`src/rtl/vga_mem_arbiter_if.sv`:
```
// CPU/RAM bus of the VGA memory arbiter.
//   cpu_req/cpu_we/cpu_addr/cpu_wdata : CPU request (master -> arbiter)
//   cpu_ready/cpu_rdata/cpu_rvalid    : CPU response (arbiter -> master)
//   mem_en/mem_we/mem_addr/mem_wdata  : single-port video RAM command
//   mem_rdata                         : RAM read data, one cycle after a read
// The arbiter connects through the slave modport; the CPU/RAM side uses master.
interface vga_mem_arbiter_if;
  logic        cpu_req;
  logic        cpu_we;
  logic [18:0] cpu_addr;
  logic [23:0] cpu_wdata;
  logic        cpu_ready;
  logic [23:0] cpu_rdata;
  logic        cpu_rvalid;
  logic        mem_en;
  logic        mem_we;
  logic [18:0] mem_addr;
  logic [23:0] mem_wdata;
  logic [23:0] mem_rdata;

  modport slave (
    input  cpu_req, cpu_we, cpu_addr, cpu_wdata, mem_rdata,
    output cpu_ready, cpu_rdata, cpu_rvalid, mem_en, mem_we, mem_addr, mem_wdata
  );

  modport master (
    output cpu_req, cpu_we, cpu_addr, cpu_wdata, mem_rdata,
    input  cpu_ready, cpu_rdata, cpu_rvalid, mem_en, mem_we, mem_addr, mem_wdata
  );
endinterface

```
`src/rtl/vga_mem_arbiter.sv`:
```
// Arbitrates one single-port video RAM between VGA scanout and a CPU.
// Scanout always wins; CPU reads and buffered CPU writes only use blanking.
// Ports:
//   pclk, resetn     : pixel clock, async active-low reset
//   valid            : display-active flag from the timing controller
//   h_addr, v_addr   : current pixel column / row
//   vga_data         : pixel RGB888, two cycles after the scanout issue
//   bus (slave)      : CPU request/response and RAM command signals
module vga_mem_arbiter #(
  parameter int H_RES      = 640,
  parameter int V_RES      = 480,
  parameter int FIFO_DEPTH = 4
) (
  input  logic        pclk,
  input  logic        resetn,
  input  logic        valid,
  input  logic [9:0]  h_addr,
  input  logic [9:0]  v_addr,
  output logic [23:0] vga_data,
  vga_mem_arbiter_if.slave bus
);

  localparam int            PW       = (FIFO_DEPTH > 1) ? $clog2(FIFO_DEPTH) : 1;
  localparam int            CW       = $clog2(FIFO_DEPTH + 1);
  localparam logic [19:0]   PIX_MAX  = 20'(H_RES * V_RES);
  localparam logic [CW-1:0] FULL_CNT = CW'(FIFO_DEPTH);
  localparam logic [PW-1:0] LAST_PTR = PW'(FIFO_DEPTH - 1);

  typedef enum logic [1:0] {IDLE, RD_PEND, RD_WAIT} state_t;

  state_t        state, state_nxt;
  logic [18:0]   fifo_addr [FIFO_DEPTH];
  logic [23:0]   fifo_data [FIFO_DEPTH];
  logic [PW-1:0] wr_ptr, rd_ptr;
  logic [CW-1:0] count;
  logic [18:0]   rd_addr;
  logic [18:0]   scan_addr;
  logic [18:0]   head_addr;
  logic [23:0]   head_data;
  logic          vld_d;
  logic          fifo_empty, fifo_full;
  logic          accept, push, rd_accept, rd_issue, pop;
  logic          rd_in_range, head_in_range;

  // Row stride 640 = 512 + 128.
  assign scan_addr = ({9'd0, v_addr} << 9) + ({9'd0, v_addr} << 7) + {9'd0, h_addr};

  assign head_addr     = fifo_addr[rd_ptr];
  assign head_data     = fifo_data[rd_ptr];
  assign head_in_range = {1'b0, head_addr} < PIX_MAX;
  assign rd_in_range   = {1'b0, rd_addr} < PIX_MAX;

  assign fifo_empty = (count == '0);
  assign fifo_full  = (count == FULL_CNT);

  // Fullness is judged on the current count so a same-cycle pop never
  // makes room for a push.
  assign accept    = resetn && bus.cpu_req && (state == IDLE) && (!bus.cpu_we || !fifo_full);
  assign push      = accept && bus.cpu_we;
  assign rd_accept = accept && !bus.cpu_we;
  // A pending read waits for the FIFO to drain so it sees earlier writes.
  assign rd_issue  = resetn && (state == RD_PEND) && !valid && fifo_empty;
  assign pop       = resetn && !valid && !rd_issue && !fifo_empty;

  assign bus.cpu_ready = accept;

  // RAM command mux; out-of-range CPU traffic keeps its slot but no strobe.
  always_comb begin
    bus.mem_en    = 1'b0;
    bus.mem_we    = 1'b0;
    bus.mem_addr  = '0;
    bus.mem_wdata = '0;
    if (valid) begin
      bus.mem_en   = 1'b1;
      bus.mem_addr = scan_addr;
    end else if (rd_issue) begin
      bus.mem_en   = rd_in_range;
      bus.mem_addr = rd_addr;
    end else if (pop) begin
      bus.mem_en    = head_in_range;
      bus.mem_we    = head_in_range;
      bus.mem_addr  = head_addr;
      bus.mem_wdata = head_data;
    end
  end

  always_comb begin
    state_nxt = state;
    case (state)
      IDLE:    if (rd_accept) state_nxt = RD_PEND;
      RD_PEND: if (rd_issue)  state_nxt = RD_WAIT;
      RD_WAIT: state_nxt = IDLE;
      default: state_nxt = IDLE;
    endcase
  end

  always_ff @(posedge pclk or negedge resetn) begin
    if (!resetn) state <= IDLE;
    else         state <= state_nxt;
  end

  always_ff @(posedge pclk or negedge resetn) begin
    if (!resetn) begin
      rd_addr        <= '0;
      bus.cpu_rdata  <= '0;
      bus.cpu_rvalid <= 1'b0;
    end else begin
      bus.cpu_rvalid <= (state == RD_WAIT);
      if (rd_accept) rd_addr <= bus.cpu_addr;
      if (state == RD_WAIT) bus.cpu_rdata <= rd_in_range ? bus.mem_rdata : 24'd0;
    end
  end

  // Write buffer storage; contents need no reset, pointers/count do.
  always_ff @(posedge pclk) begin
    if (push) begin
      fifo_addr[wr_ptr] <= bus.cpu_addr;
      fifo_data[wr_ptr] <= bus.cpu_wdata;
    end
  end

  always_ff @(posedge pclk or negedge resetn) begin
    if (!resetn) begin
      wr_ptr <= '0;
      rd_ptr <= '0;
      count  <= '0;
    end else begin
      if (push) wr_ptr <= (wr_ptr == LAST_PTR) ? '0 : wr_ptr + 1'b1;
      if (pop)  rd_ptr <= (rd_ptr == LAST_PTR) ? '0 : rd_ptr + 1'b1;
      case ({push, pop})
        2'b10:   count <= count + 1'b1;
        2'b01:   count <= count - 1'b1;
        default: count <= count;
      endcase
    end
  end

  // Scanout return path: mem_rdata is valid the cycle after issue, and is
  // registered into vga_data at the end of that cycle.
  always_ff @(posedge pclk or negedge resetn) begin
    if (!resetn) begin
      vld_d    <= 1'b0;
      vga_data <= '0;
    end else begin
      vld_d    <= valid;
      vga_data <= vld_d ? bus.mem_rdata : 24'd0;
    end
  end

endmodule

```
`src/flat_wrapper.sv`:
```
// flat-port wrapper written by rule: the top's interface ports become plain ports
module vga_mem_arbiter_flat 
#(
  parameter int H_RES      = 640,
  parameter int V_RES      = 480,
  parameter int FIFO_DEPTH = 4
)
  (pclk, resetn, valid, h_addr, v_addr, vga_data, bus_cpu_req, bus_cpu_we, bus_cpu_addr, bus_cpu_wdata, bus_mem_rdata, bus_cpu_ready, bus_cpu_rdata, bus_cpu_rvalid, bus_mem_en, bus_mem_we, bus_mem_addr, bus_mem_wdata);
  vga_mem_arbiter_if bus_i ();
  input  logic pclk;
  input  logic resetn;
  input  logic valid;
  input  logic [9:0] h_addr;
  input  logic [9:0] v_addr;
  output logic [23:0] vga_data;
  input wire logic [$bits(bus_i.cpu_req)-1:0] bus_cpu_req;
  input wire logic [$bits(bus_i.cpu_we)-1:0] bus_cpu_we;
  input wire logic [$bits(bus_i.cpu_addr)-1:0] bus_cpu_addr;
  input wire logic [$bits(bus_i.cpu_wdata)-1:0] bus_cpu_wdata;
  input wire logic [$bits(bus_i.mem_rdata)-1:0] bus_mem_rdata;
  output wire logic [$bits(bus_i.cpu_ready)-1:0] bus_cpu_ready;
  output wire logic [$bits(bus_i.cpu_rdata)-1:0] bus_cpu_rdata;
  output wire logic [$bits(bus_i.cpu_rvalid)-1:0] bus_cpu_rvalid;
  output wire logic [$bits(bus_i.mem_en)-1:0] bus_mem_en;
  output wire logic [$bits(bus_i.mem_we)-1:0] bus_mem_we;
  output wire logic [$bits(bus_i.mem_addr)-1:0] bus_mem_addr;
  output wire logic [$bits(bus_i.mem_wdata)-1:0] bus_mem_wdata;
  assign bus_i.cpu_req = bus_cpu_req;
  assign bus_i.cpu_we = bus_cpu_we;
  assign bus_i.cpu_addr = bus_cpu_addr;
  assign bus_i.cpu_wdata = bus_cpu_wdata;
  assign bus_i.mem_rdata = bus_mem_rdata;
  assign bus_cpu_ready = bus_i.cpu_ready;
  assign bus_cpu_rdata = bus_i.cpu_rdata;
  assign bus_cpu_rvalid = bus_i.cpu_rvalid;
  assign bus_mem_en = bus_i.mem_en;
  assign bus_mem_we = bus_i.mem_we;
  assign bus_mem_addr = bus_i.mem_addr;
  assign bus_mem_wdata = bus_i.mem_wdata;
  vga_mem_arbiter #(.H_RES(H_RES), .V_RES(V_RES), .FIFO_DEPTH(FIFO_DEPTH)) u_core (.pclk(pclk), .resetn(resetn), .valid(valid), .h_addr(h_addr), .v_addr(v_addr), .vga_data(vga_data), .bus(bus_i));
endmodule
```
`config.mk`:
```
export PLATFORM = sky130hd
export DESIGN_NAME = vga_mem_arbiter_flat
export DESIGN_NICKNAME = d
export VERILOG_FILES = /design/src/rtl/vga_mem_arbiter_if.sv /design/src/rtl/vga_mem_arbiter.sv /design/src/flat_wrapper.sv
export SDC_FILE = /design/constraint.sdc
export NUM_CORES = 1
export LEC_CHECK = 0
export CAP_MARGIN = 20
export CORE_ASPECT_RATIO = 1.1
export CORE_UTILIZATION = 56
export DETAILED_ROUTE_END_ITERATION = 10
export GPL_TIMING_DRIVEN = 0
export PLACE_DENSITY_LB_ADDON = 0.3
export SETUP_SLACK_MARGIN = 0.15
export SLEW_MARGIN = 20
export SYNTH_ARGS = -nofsm -noshare
export SYNTH_HDL_FRONTEND = slang
export SYNTH_SLANG_ARGS = --single-unit
export TNS_END_PERCENT = 30
```
`constraint.sdc`:
```
create_clock -name pclk -period 4.9 [get_ports pclk]
set_input_delay 0.98 -clock pclk [delete_from_list [all_inputs] [get_ports pclk]]
set_output_delay 0.98 -clock pclk [all_outputs]
set_load 0.01 [all_outputs]
```
==> summary.md, run 1 <==
| Metric | Value |
|---|---|
| Crit end category | `output port` |
| Number of global-route vias before repair | `6,332` |
| Final Skew | `0.00933 ns` |
| # hold bufs at CTS | `0` |
| Pwr dens | `about 470 mW/mm2` |
| CP Data Required Time | `around 3.9 ns` |
| Antenna diodes | `0` |
| Leak pwr | `approximately 5 nW` |
| TritonCTS clock tree | `yes` |
| Die W | `roughly 130 um` |
| WHS | `just under 0.5 ns` |
| Post-synth ARST share | `0.312` |
| Vias | `6,056` |
| Worst VDD drop | `approximately 350 uV` |
| RSZ-0062 raised after global routing | `yes` |
| Inserted Clock Buffers | `24` |
| Clk slew on worst S/H paths | `0.06 ns` |
| DRT iter0 DRCs | `approximately 430` |
| Final total power | `6.16 mW` |
| YS warnings | `0` |
| CTS Root Cell | `clkbuf_16` |
| Final worst path period need | `around 4.7 ns` |
| Dpl hpwl | `~15 mm` |
| Deepest clock path buffer count | `3` |
| Final Hold Vio Count | `0` |
| Busiest grt layer | `met2` |
| Critical path class | `input pin to output port` |
| Worst-skew pair later-pin latency | `0.51 ns` |
| H-tree depth | `1` |
| RePlAce Congestion | `0.838` |
| HP Class | `input pin to asynchronous set/reset pin` |
| Post-synthesis sequential area ratio | `0.699` |
| GRT overflow | `0` |
| Post-route clock period utilization | `0.958` |
| Die Area | `0.0187 mm2` |
| Mapped Area | `0.0102 mm2` |
| DR vias/cell | `5.75` |
| Setup violations, final | `0` |
| Final WL | `22.2 mm` |
| Number of synthesized flops with an enable pin | `approximately 170` |
| Max_cap viols | `0` |
| Chip Height | `143 um` |
| Remaining antenna violation count | `0` |
| Fraction of layout instances using a drive strength above 1 | `0.147` |
| Slew of the pin with the lowest slew margin | `0.794 ns` |
| Met1 global-route usage | `0.322` |
| Iteration count of the initial detailed-routing pass | `5` |
| DRC violations left | `0` |
| Placement row count | `51` |
| Gr usage total | `0.245` |
| Crit path DAT | `3.71 ns` |
| Initial Util | `0.574` |
| Area Overhead vs Synth | `29.1%` |
| Post-Route Utilization | `0.741` |
| Run status | `completed` |
| CP max FO | `3` |
| Synth unique cells | `46` |
| Synth Net Count | `approximately 710` |
| Syn avg cell area | `17.4 um2` |
| Worst slew margin | `0.471` |
| Met3 usage | `0.0465` |
| Setup TNS | `0 ns` |
| Cells after Synth | `approximately 600` |
| CORE AREA | `0.0177 mm2` |
| Design area | `0.0131 mm2` |
| Largest net degree at the start of global routing | `48` |
| First-pass GRT wire length | `34.2 mm` |
| # port buffers | `186` |
| Nets@finish | `919` |
| CP startpoint kind | `input pin` |
| Seq cells post-synth | `between 200 and 300` |
| Slew Viols, Final | `0` |
| Initial antenna violation count | `1` |
| Fmax | `0.213 GHz` |
| Main synth FF type | `edfxtp_1` |
| Routed length per instance | `21.1 um` |
| Placed cell area | `0.0124 mm2` |
| GRT met2 Usage | `0.415` |
| Sink Count | `250` |
| I/O pins | `187` |
[layout by cell type, fill, tap and decap left out, types with 3 or more instances in the layout]
master and instances:
a21o_1 4, a21oi_1 15, a222oi_1 13, a22o_1 24, and2_1 25, and2_4 4
and3_1 3, buf_2 8, clkbuf_1 22, clkbuf_16 26, clkbuf_8 5, clkdlybuf4s50_1 179
clkinv_2 5, dfrtp_1 78, dlygate4sd2_1 4, edfxtp_1 172, fa_1 3, ha_1 25
inv_1 28, mux2_2 19, mux4_2 43, nand2_1 13, nand2b_1 4, nand3_1 4
nor2_1 5, nor2b_1 26, nor3_1 4, o21ai_0 9, or3_1 3, xnor2_1 4
xor2_1 6
[per-stage QoR]
stage	cells	setup slack (ns)
6_report	1054	0.206
3_3_place_gp	1010	-2.43
4_1_cts	1054	0.0779
5_1_grt	1054	0.0534
3_5_place_dp	1011	-0.153
2_1_floorplan	586	1.01
[routing by layer]
| metal | vias to the layer above | wire length (um) | part of all wire |
|---|---|---|---|
| met3 | 34 | 1520 | 0.068 |
| li1 | 2711 | - | - |
| met2 | 240 | 11400 | 0.52 |
| met4 | 2 | 378 | 0.017 |
| met5 | - | 10 | 0.00045 |
| met1 | 3069 | 8870 | 0.40 |
[layout make-up]
type | count | area (um2)
plain buffers | 28 | 126
clock buffers | 37 | 746
clock inverters | 6 | 28.8
fillers | 1114 | 4600
inverters | 29 | 109
multi-input cells | 279 | 2840
flip-flops and latches | 250 | 7120
well taps | 238 | 298
repair buffers | 187 | 1880
[where the power goes]
part	switching [mW]	leakage (nW)	internal, mW
Clock	0.737	0.388	1.05
Sequential	0.148	2.54	2.52
Combinational	0.756	2.00	0.952
[worst max-delay path, cell delays in order]
cell and delay (ns):
clkdlybuf4s50_1 0.47, inv_1 0.06, fa_1 0.54, inv_1 0.07
fa_1 0.47, a21oi_2 0.20, o211ai_1 0.15, a21boi_1 0.19
xor2_1 0.09, o21ai_0 0.20, dlygate4sd2_1 0.29
[cells in the mapped netlist (3+ instances only)]
master	n	area [um2]
a21o_1	4	30.0
a21oi_1	16	80.1
a222oi_1	13	130
a22o_1	24	210
and2_1	29	181
and3_1	3	18.8
buf_2	8	40.0
clkbuf_1	17	63.8
dfrtp_1	78	1950
edfxtp_1	172	5160
fa_1	3	60.1
ha_1	25	313
inv_1	28	105
mux2_2	19	214
mux4_2	43	968
nand2_1	13	48.8
nand2b_1	4	25.0
nand3_1	4	20.0
nor2_1	5	18.8
nor2b_1	26	163
nor3_1	4	20.0
o21ai_0	9	45.0
or3_1	3	18.8
xnor2_1	4	35.0
xor2_1	6	52.6
[logic make-up (layout without fill, tap and decap cells)]
group | after synthesis | count (layout) | share of synthesized area
and+or+nand+nor | 95 | 95 | 0.0532
muxes | 63 | 63 | 0.117
xor gates and xnor gates | 10 | 10 | 0.00861
DFF | 250 | 250 | 0.699
buffers and inverters | 57 | 287 | 0.0231
adders and majority gates | 28 | 28 | 0.0366
AOI/OAI and AO/OA | 83 | 83 | 0.0618
[worst paths after layout]
check	start	to	slack, ns	depth (start not counted)
setup / recovery	h_addr[9]	bus_mem_addr[16]	0.21	11
hold / removal	resetn	u_core.rd_addr[9]$_DFFE_PN0P_	0.50	1
setup reg to reg	u_core.count[0]$_DFFE_PN0P_	u_core.count[2]$_DFFE_PN0P_	1.97	10
hold reg to reg	u_core.bus.cpu_rdata[14]$_DFFE_PN0P_	u_core.bus.cpu_rdata[14]$_DFFE_PN0P_	0.50	1
max in group asynchronous	resetn	u_core.vga_data[6]$_DFF_PN0_	3.77	2
min in group pclk	u_core.bus.cpu_rdata[14]$_DFFE_PN0P_	u_core.bus.cpu_rdata[14]$_DFFE_PN0P_	0.50	1
[repair_timing]
action	4_1_cts	5_1_grt
resized for setup	7	2
setup buffers	0	0
endpoints found under the hold margin	0	0
setup endpoints to repair	6	7
pin swaps	0	2
[flip-flops by register name, summed over array words and instances, names as in the netlist]
register,cells
u_core.bus.cpu_rdata,24
u_core.bus.cpu_rvalid,1
u_core.count,3
u_core.fifo_addr,76
u_core.fifo_data,96
u_core.rd_addr,19
u_core.rd_ptr,2
u_core.state,2
u_core.vga_data,24
u_core.vld_d,1
u_core.wr_ptr,2
Power figures use the tool's default switching activity.
==> run 2: changes to the inputs <==
- CORE_UTILIZATION: 56 -> 35
==> run 2 against run 1 <==
- global-route usage down 8.6 points
- highest routed layer unchanged
- wire length rose by 4.6%
- non-clock buffer count up 1
- sequential power barely moved
- fmax rose by 0.33%
- sequential share of layout area fell by 1.1 points
- combinational power hardly changed
- worst setup slack improved by 0.015 ns
- critical endpoint is now bus_mem_addr[17]
- cell count increased by 13%
==> summary.md, run 2 (same netlist as run 1, synthesis figures left out) <==
| Metric | Value |
|---|---|
| Die W | `165 um` |
| Fmax | `roughly 0.21 GHz` |
| Worst-skew pair later-pin latency | `0.54 ns` |
| H-tree depth | `1` |
| Crit path DAT | `3.70 ns` |
| Leak pwr | `4.96 nW` |
| Post-Place Cells | `between 1,000 and 1,500` |
| Fillers | `2,502` |
| R2r endpoint | `u_core.count[2]$_DFFE_PN0P_` |
| Min setup slack post-route | `0.222 ns` |
| Final Hold Vio Count | `0` |
| Run status | `completed` |
| Deepest clock path buffer count | `3` |
| Largest Register | `u_core.fifo_data` |
| HP Class | `input pin to asynchronous set/reset pin` |
| Number of global-route vias before repair | `6,345` |
| Final WL | `23.3 mm` |
| GRT overflow | `0` |
| # port buffers | `~190` |
| Fraction of layout instances using a drive strength above 1 | `0.161` |
| Initial antenna violation count | `2` |
| CP max FO | `3` |
| Routed length per instance | `19.5 um` |
| Worst VDD drop | `315 uV` |
| Reg-to-Reg Start | `u_core.count[0]$_DFFE_PN0P_` |
| CP startpoint kind | `input pin` |
| Chip Height | `181 um` |
| DRC violations left | `0` |
| Max_cap viols | `0` |
| I/O pins | `187` |
| Area Overhead vs Synth | `31.9%` |
| Antenna diodes | `0` |
| Initial Util | `0.355` |
| Sink Count | `250` |
| Largest net degree at the start of global routing | `45` |
| Post-route insts no fill | `approximately 1,200` |
| Placement row count | `65` |
| Gr usage total | `0.158` |
| Critical path class | `input pin to output port` |
| RSZ-0062 raised after global routing | `yes` |
| Design area | `0.0134 mm2` |
| Vias | `5,931` |
| CTS Root Cell | `clkbuf_16` |
| Top cell by count, worst path | `inv_1` |
| Crit end category | `output port` |
| Setup violations, final | `0` |
| Nets@finish | `between 900 and 1,000` |
| First-pass GRT wire length | `35.9 mm` |
| Max FFs per register | `96` |
| Reg2Reg Depth | `10` |
| Final Skew | `0.00841 ns` |
| Pwr dens | `471 mW/mm2` |
| Worst slew margin | `0.491` |
| Dpl hpwl | `15.1 mm` |
| Commonest non-fill, non-tap cell in the layout | `clkdlybuf4s50_1` |
| Remaining antenna violation count | `0` |
| Most frequent cells in the layout | `clkdlybuf4s50_1 (179), edfxtp_1 (172), dfrtp_1 (78), mux4_2 (43), inv_1 (28)` |
| Clk slew on worst S/H paths | `0.06 ns` |
| Largest registers | `u_core.fifo_data (96), u_core.fifo_addr (76)` |
| Slew of the pin with the lowest slew margin | `between 0.7 and 0.8 ns` |
| Slowest CP cell | `fa_1` |
| CP Data Required Time | `3.92 ns` |
| Iteration count of the initial detailed-routing pass | `5` |
| Inserted Clock Buffers | `27` |
| Post-route clock period utilization | `0.955` |
| Crit-path cells | `clkdlybuf4s50_1, inv_1, fa_1, inv_1, ha_1, a21o_1, nand4_1, a21oi_1, or3_1, a31o_2, dlygate4sd2_1` |
| Placed cell area | `about 0.013 mm2` |
| Pre-CTS setup slack | `-0.186 ns` |
| Die Area | `0.0298 mm2` |
| CORE AREA | `0.0286 mm2` |
| TritonCTS clock tree | `yes` |
| Worst path max stage delay | `0.50 ns` |
| DRT iter0 DRCs | `418` |
| Final worst path period need | `4.68 ns` |
| DR vias/cell | `4.98` |
| Slew Viols, Final | `0` |
| RePlAce Congestion | `a little over 0.8` |
| Worst reg2reg setup slack | `2.13 ns` |
[run 2: cell types whose count changed in the layout (fill, tap and decap cells not counted), moves of 2 or more]
cell            change
clkinvlp_4          +3
clkbuf_2            +2
clkbuf_8            +2
dlymetal6s2s_1      -2
clkinv_2            -2
[run 2: metal layers]
layer / GRT usage / routed length, um / vias up
li1: - / - / 2728
met1: 0.206 / 9890 / 2954
met2: 0.266 / 11100 / 209
met3: 0.0370 / 1740 / 36
met4: 0.0389 / 493 / 4
met5: 0 / 22 / -
[run 2: report_power, final]
group / switching, mW / internal, mW
logic: 0.741 / 0.949
clock network: 0.838 / 1.13
registers: 0.144 / 2.52
[run 2: how the worst max path moves through the flow]
stage                    from  slack [ns]  cells past startpoint               end
floorplan           h_addr[9]        1.01                      9  bus_mem_addr[16]
global placement       resetn       -2.72                      7  bus_mem_addr[16]
detailed placement  v_addr[0]       -0.19                     11  bus_mem_addr[18]
CTS                 v_addr[0]        0.16                     11  bus_mem_addr[18]
global route        v_addr[0]        0.09                     11  bus_mem_addr[16]
finish              v_addr[0]        0.22                     11  bus_mem_addr[17]
[run 2: metrics by stage]
stage	utilization	setup TNS (ns)	power (mW)	hold WS (ns)
after floorplan	-	0	3.69	0.480
after global placement	0.437	-605.24	4.40	0.488
after detailed placement	0.438	-0.377	4.42	0.492
after CTS	0.468	0	6.41	0.402
after global routing	0.469	0	6.63	0.433
final	0.469	0	6.32	0.406
[run 2: worst max-delay path: cells and delay by family]
family / cells / cell delay [ns]
simple gates: 2 / 0.48
buf+inv: 4 / 0.91
fa+ha+maj: 2 / 0.79
compound gates: 3 / 0.51
[run 2: timing repair]
item / in CTS / in global routing
endpoints found under the setup margin: 6 / 13
hold endpoints to repair: 0 / 0
hold buffers: 0 / 0
gates resized for setup: 8 / 9
buffers inserted: 0 / 1
pin swaps: 0 / 3
[run 2: layout make-up]
cell class,instances,area (um2),share of cell area
sequential,250,7120,0.530
multi-input combinational,279,2850,0.212
timing repair buffer,188,1880,0.140
buffer,28,128,0.00951
clock buffer,40,795,0.0592
clock inverter,10,81.3,0.00606
inverter,29,109,0.00811
tap,368,460,0.0343
